`src/rtl/predictor_pkg.sv`:
```
// Shared types and constants for the branch predictor stimulus path.
//   trace_state_t : run-control states of branch_trace_gen
//   trace_entry_t : one trace entry, {index, outcome}, at the default index width
//   DEFAULT_K     : default predictor index width
package predictor_pkg;

   localparam int unsigned DEFAULT_K = 4;

   typedef enum logic [1:0] {
      IDLE  = 2'd0,
      ISSUE = 2'd1,
      DONE  = 2'd2
   } trace_state_t;

   // Memory words use this same bit layout: index in the upper bits, outcome in bit 0.
   typedef struct packed {
      logic [DEFAULT_K-1:0] index;
      logic                 outcome;
   } trace_entry_t;

endpackage

```
`src/rtl/trace_mem.sv`:
```
// Trace register file: DEPTH entries of {index, outcome}.
// Synchronous write, combinational read, asynchronous active-low clear.
// Ports:
//   clk, reset     : clock, async active-low clear of every entry
//   we/waddr/wdata : write strobe, address and entry
//   raddr/rdata    : combinational read port
module trace_mem #(
   parameter  int unsigned K     = 4,
   parameter  int unsigned DEPTH = 16,
   localparam int unsigned AW    = $clog2(DEPTH)
) (
   input  logic          clk,
   input  logic          reset,
   input  logic          we,
   input  logic [AW-1:0] waddr,
   input  logic [K:0]    wdata,
   input  logic [AW-1:0] raddr,
   output logic [K:0]    rdata
);

   logic [K:0] mem [DEPTH];

   // Storage with whole-array clear on reset.
   always_ff @(posedge clk or negedge reset) begin
      if (!reset) begin
         for (int unsigned i = 0; i < DEPTH; i++) begin
            mem[i] <= '0;
         end
      end else if (we) begin
         mem[waddr] <= wdata;
      end
   end

   assign rdata = mem[raddr];

endmodule

```
`src/rtl/branch_trace_gen.sv`:
```
// Replays a programmed trace of (index, outcome) pairs to the predictor over a
// valid/ready handshake and accumulates saturating hit/miss/issued statistics.
// Ports:
//   clk, reset                         : clock, async active-low reset
//   wr_en/wr_addr/wr_index/wr_outcome  : trace programming (ignored while busy)
//   start, trace_len, loops            : run request and its pass geometry
//   br_valid/br_ready/index/branch_outcome/prediction : predictor handshake
//   busy, done                         : run status
//   hit_count/miss_count/issued_count  : run statistics
module branch_trace_gen
   import predictor_pkg::*;
#(
   parameter  int unsigned K     = DEFAULT_K,
   parameter  int unsigned DEPTH = 16,
   parameter  int unsigned CW    = 16,
   localparam int unsigned AW    = $clog2(DEPTH)
) (
   input  logic          clk,
   input  logic          reset,
   input  logic          wr_en,
   input  logic [AW-1:0] wr_addr,
   input  logic [K-1:0]  wr_index,
   input  logic          wr_outcome,
   input  logic          start,
   input  logic [AW:0]   trace_len,
   input  logic [7:0]    loops,
   output logic          br_valid,
   input  logic          br_ready,
   output logic [K-1:0]  index,
   output logic          branch_outcome,
   input  logic          prediction,
   output logic          busy,
   output logic          done,
   output logic [CW-1:0] hit_count,
   output logic [CW-1:0] miss_count,
   output logic [CW-1:0] issued_count
);

   trace_state_t  state_q, state_d;
   logic [AW-1:0] ptr_q, ptr_d;
   logic [7:0]    loop_q, loop_d;
   logic [AW:0]   len_q, len_d;
   logic [7:0]    loops_q, loops_d;
   logic [CW-1:0] hit_d, miss_d, iss_d;
   logic [K:0]    rd_entry;
   logic          mem_we;

   function automatic logic [CW-1:0] sat_inc(input logic [CW-1:0] v);
      return (&v) ? v : v + CW'(1);
   endfunction

   // Trace can only be reprogrammed outside a run.
   assign mem_we = wr_en && (state_q != ISSUE);

   trace_mem #(
      .K     (K),
      .DEPTH (DEPTH)
   ) u_trace_mem (
      .clk   (clk),
      .reset (reset),
      .we    (mem_we),
      .waddr (wr_addr),
      .wdata ({wr_index, wr_outcome}),
      .raddr (ptr_q),
      .rdata (rd_entry)
   );

   assign index          = rd_entry[K:1];
   assign branch_outcome = rd_entry[0];

   // Next-state, pointer and statistics update.
   always_comb begin
      state_d = state_q;
      ptr_d   = ptr_q;
      loop_d  = loop_q;
      len_d   = len_q;
      loops_d = loops_q;
      hit_d   = hit_count;
      miss_d  = miss_count;
      iss_d   = issued_count;
      unique case (state_q)
         IDLE, DONE: begin
            if (start) begin
               len_d   = (trace_len > (AW+1)'(DEPTH)) ? (AW+1)'(DEPTH) : trace_len;
               loops_d = loops;
               ptr_d   = '0;
               loop_d  = '0;
               hit_d   = '0;
               miss_d  = '0;
               iss_d   = '0;
               state_d = ((len_d == '0) || (loops == 8'd0)) ? DONE : ISSUE;
            end
         end
         ISSUE: begin
            if (br_ready) begin
               iss_d = sat_inc(issued_count);
               if (prediction == branch_outcome) begin
                  hit_d = sat_inc(hit_count);
               end else begin
                  miss_d = sat_inc(miss_count);
               end
               if ((AW+1)'(ptr_q) == len_q - (AW+1)'(1)) begin
                  ptr_d = '0;
                  if (loop_q == loops_q - 8'd1) begin
                     state_d = DONE;
                  end else begin
                     loop_d = loop_q + 8'd1;
                  end
               end else begin
                  ptr_d = ptr_q + AW'(1);
               end
            end
         end
         default: state_d = IDLE;
      endcase
   end

   // State, run context and registered outputs.
   always_ff @(posedge clk or negedge reset) begin
      if (!reset) begin
         state_q      <= IDLE;
         ptr_q        <= '0;
         loop_q       <= '0;
         len_q        <= '0;
         loops_q      <= '0;
         br_valid     <= 1'b0;
         busy         <= 1'b0;
         done         <= 1'b0;
         hit_count    <= '0;
         miss_count   <= '0;
         issued_count <= '0;
      end else begin
         state_q      <= state_d;
         ptr_q        <= ptr_d;
         loop_q       <= loop_d;
         len_q        <= len_d;
         loops_q      <= loops_d;
         br_valid     <= (state_d == ISSUE);
         busy         <= (state_d == ISSUE);
         done         <= (state_d == DONE);
         hit_count    <= hit_d;
         miss_count   <= miss_d;
         issued_count <= iss_d;
      end
   end

endmodule

```
`config.mk`:
```
export PLATFORM = sky130hd
export DESIGN_NAME = branch_trace_gen
export DESIGN_NICKNAME = d
export VERILOG_FILES = /design/src/rtl/predictor_pkg.sv /design/src/rtl/trace_mem.sv /design/src/rtl/branch_trace_gen.sv
export SDC_FILE = /design/constraint.sdc
export NUM_CORES = 1
export LEC_CHECK = 0
export BUFFER_PORTS_ARGS = -buffer_cell sky130_fd_sc_hd__buf_2
export CAP_MARGIN = 20
export CORE_ASPECT_RATIO = 0.9
export CORE_MARGIN = 2
export CORE_UTILIZATION = 45
export DETAILED_ROUTE_END_ITERATION = 8
export HOLD_SLACK_MARGIN = 0.06
export MAX_ROUTING_LAYER = met4
export PLACE_DENSITY = 0.68
export SKIP_LAST_GASP = 1
export SYNTH_ARGS = -nofsm -noshare
export SYNTH_HDL_FRONTEND = slang
export SYNTH_SLANG_ARGS = --single-unit
```
`constraint.sdc`:
```
create_clock -name clk -period 4 [get_ports clk]
set_clock_uncertainty 0.05 [all_clocks]
set_input_delay 0.8 -clock clk [delete_from_list [all_inputs] [get_ports clk]]
set_output_delay 0.8 -clock clk [all_outputs]
set_load 0.01 [all_outputs]
```
==> results by group <==
Detailed routing
  • Vias: 5,898
  • WL met3: 958 microns
  • # DRC: 0
  • Drt initial violations: 517
  • Metal-1 WL: 8.67 mm
  • Routed Wire Length: 18.5 mm
  • DRT Pass-1 Iters: 4
  • Vias/cell: 5.67
  • Avg WL per Cell: 17.8 microns
  • Uppermost layer routed: met4
  • Final ANT Viol Nets: 0
  • Met2 WL: 8.65 mm

Final layout
  • N_diodes: 0
  • # fillers: 1,546
  • Final Non-Filler Cells: 1,040
  • Layout cells sized above 1: 29.1%
  • Fin nets: 822
  • Area Overhead vs Synth: 15.3%
  • Post-layout util: 52.7%

Global routing
  • Initial antenna violation count: 0
  • Global-route wire length before repair: 29.5 mm
  • Vias in the first global route: 5,595
  • Total grt overflow: 0
  • Largest net degree at the start of global routing: 73
  • GRT Util Overall: 20.9%

Power and ir drop
  • Peak supply drop: 0.366 mV
  • Leakage Power: 0.00417 uW
  • Pwr dens: 659 mW/mm^2

Critical path
  • FF-to-FF path depth: 8
  • Crit path launch type: flip-flop
  • Worst Path Max Fanout: 16
  • R2R Setup Slk: 1.02 ns
  • R2r startpoint: loops_q[0]
  • Critical path endpoint category: primary output
  • Critical path type: reg2out
  • CP arrival: 2.26 ns
  • Reg2Reg Capture Point: state_q[0]
  • Worst Path Required: 3.15 ns

Yosys
  • Cell area after synthesis: 0.00803 sq mm
  • Synthesized netlist cell count: 710
  • Seq cells post-synth: 157
  • Post-synth ARST share: 100%
  • Cell variety after synth: 58
  • Yosys warns: 0
  • Syn avg cell area: 11.3 sq um
  • Post-synth EDFFs: 0
  • Syn_nets: 745
  • Largest area contributor in the netlist: dfrtp_1
  • Post-synth top area share: 48.9%
  • Area contributors post-synth: dfrtp_1 49%, mux2_2 11%, mux4_2 5.6%, nand2_1 3.4%, nand3_1 2.1%
  • Sequential share of the synthesized area: 48.9%
  • Top_reg_cell synth: dfrtp_1

Die
  • Die height: 131 microns
  • Die area: 0.0189 sq mm
  • Initial Util: 45.7%
  • I/O pin count: 84
  • Row count: 46
  • Core Area: 0.0176 sq mm
  • DIE WIDTH: 145 microns

STA
  • Max Clock Freq: 321 MHz
  • Least-Margin Pin Slew: 0.989 ns
  • Final Hold Viols: 0
  • TNS Setup: 0 ns
  • Tcrit/Tclk final: 77.8%
  • Finish-stage setup viols: 0
  • Pins Over Slew Limit: 0
  • Tmin final: 3.11 ns
  • Slew HR: 33.8%
  • RSZ-0062 raised after global routing: no
  • Worst setup margin: 0.887 ns

Place
  • DP Wirelength: 12.4 mm
  • DP Worst Slack: 0.781 ns
  • IO Port Bufs: 83
  • GPL Wtd Cong: 0.786
  • Inst Count DP: 1,007

Run status
  • Outcome: completed

Clock network
  • # resized after CTS: 0
  • Worst-path clk slew: 0.06 ns
  • Post-CTS Setup Inserts: 0
  • Maximum clock path buffer count: 2
  • H-tree depth: 4
  • CTS Hold Buffers Added: 0
  • CTS root buf: clkbuf_16
  • CTS Buf Count: 17
  • TritonCTS Sinks: 157
  • CTS tree: built
  • Worst skew pair latency: 0.42 ns

Hold path
  • Hold crit path type: in2async

Flow run
  • Max Cap Violations: 0
## critical path: stages (launching register included)
cell	delay (ns)
dfrtp_1	0.42
buf_16	0.20
mux4_2	0.51
mux4_1	0.54
buf_2	0.16
## through the flow
step | area, sq um | power [uW] | hold slack (ns)
6_report | 9260 | 6100 | 0.338
3_5_place_dp | 8660 | 4530 | 0.432
5_1_grt | 9260 | 6490 | 0.387
3_3_place_gp | 8660 | 4470 | 0.437
2_1_floorplan | 8030 | 4000 | 0.415
4_1_cts | 9230 | 6110 | 0.367
## registers in the layout, summed over array words and instances, names as in the netlist
register,count
busy,1
done,1
loops_q,8
loop_q,8
len_q,5
hit_count,16
miss_count,16
issued_count,16
state_q,2
u_trace_mem.mem,80
ptr_q,4
## worst max-delay path by stage
stage / startpoint / to / depth (start not counted)
finish: ptr_q[0] / index[3] / 4
global route: loops_q[0] / busy / 8
CTS: ptr_q[0] / index[0] / 3
detailed placement: ptr_q[0] / index[0] / 3
global placement: ptr_q[0] / index[0] / 3
floorplan: ptr_q[0] / index[0] / 5
## synthesized netlist by cell type, drive strengths merged (2+ instances only)
library cell	instances
nor3b	4
nor2	29
nor3	16
ha	7
and3	9
mux2	80
or2	2
inv	12
or4	12
nand2	72
nand3b	5
and2	4
nor4	7
o31ai	11
o21ai	33
a31o	2
dfrtp	157
a31oi	2
nor2b	6
mux2i	13
nand3	33
or3	18
mux4	22
nand2b	8
o211ai	8
a22o	2
o22ai	2
clkbuf	21
and4	4
buf	13
a21oi	30
a2111oi	3
a21o	4
a22oi	2
xor2	14
nand4	17
xnor2	14
## cells in the final DEF, fill, tap and decap left out, drive strengths merged, types with 17 or more instances in the layout
cell and count:
mux4 22, nand4 17, clkbuf 21, mux2 80
a21oi 30, or3 18, buf 92, nor2 29
dfrtp 157, nand2 72, nand3 33, o21ai 33
## cell families (layout without fill, tap and decap cells)
group / after synthesis / count (layout) / share of synthesized area, %
adder cells (fa/ha/maj): 7 / 7 / 1.09
AND/OR/NAND/NOR: 250 / 250 / 16.3
flip-flops: 157 / 157 / 48.9
AO/OA/AOI/OAI: 107 / 107 / 8.54
buffers and inverters: 46 / 136 / 2.70
XOR/XNOR: 28 / 28 / 3.15
multiplexers: 115 / 115 / 19.3
## area by class of cell
type                       instances  area, sq um  area share (%)
inverter                          12         45.0           0.487
multi-input combinational        507         3890            42.0
timing repair buffer              92          522            5.64
clock inverter                    11          109            1.18
tap                              240          300            3.24
clock buffer                      21          460            4.97
sequential                       157         3930            42.4
## power by group
part	internal (uW)	leakage, uW	switching [uW]
clock	898	0.000278	671
sequential	2070	0.00207	412
combinational	1030	0.00182	1020
total	4000	0.00417	2100
## routing by layer
layer	vias up	track usage [%]
li1	2802	-
met1	2948	28.4
met3	13	5.43
met4	0	5.08
met5	-	-
met2	135	31.7
Note: power is estimated with default switching activity, not from simulation.
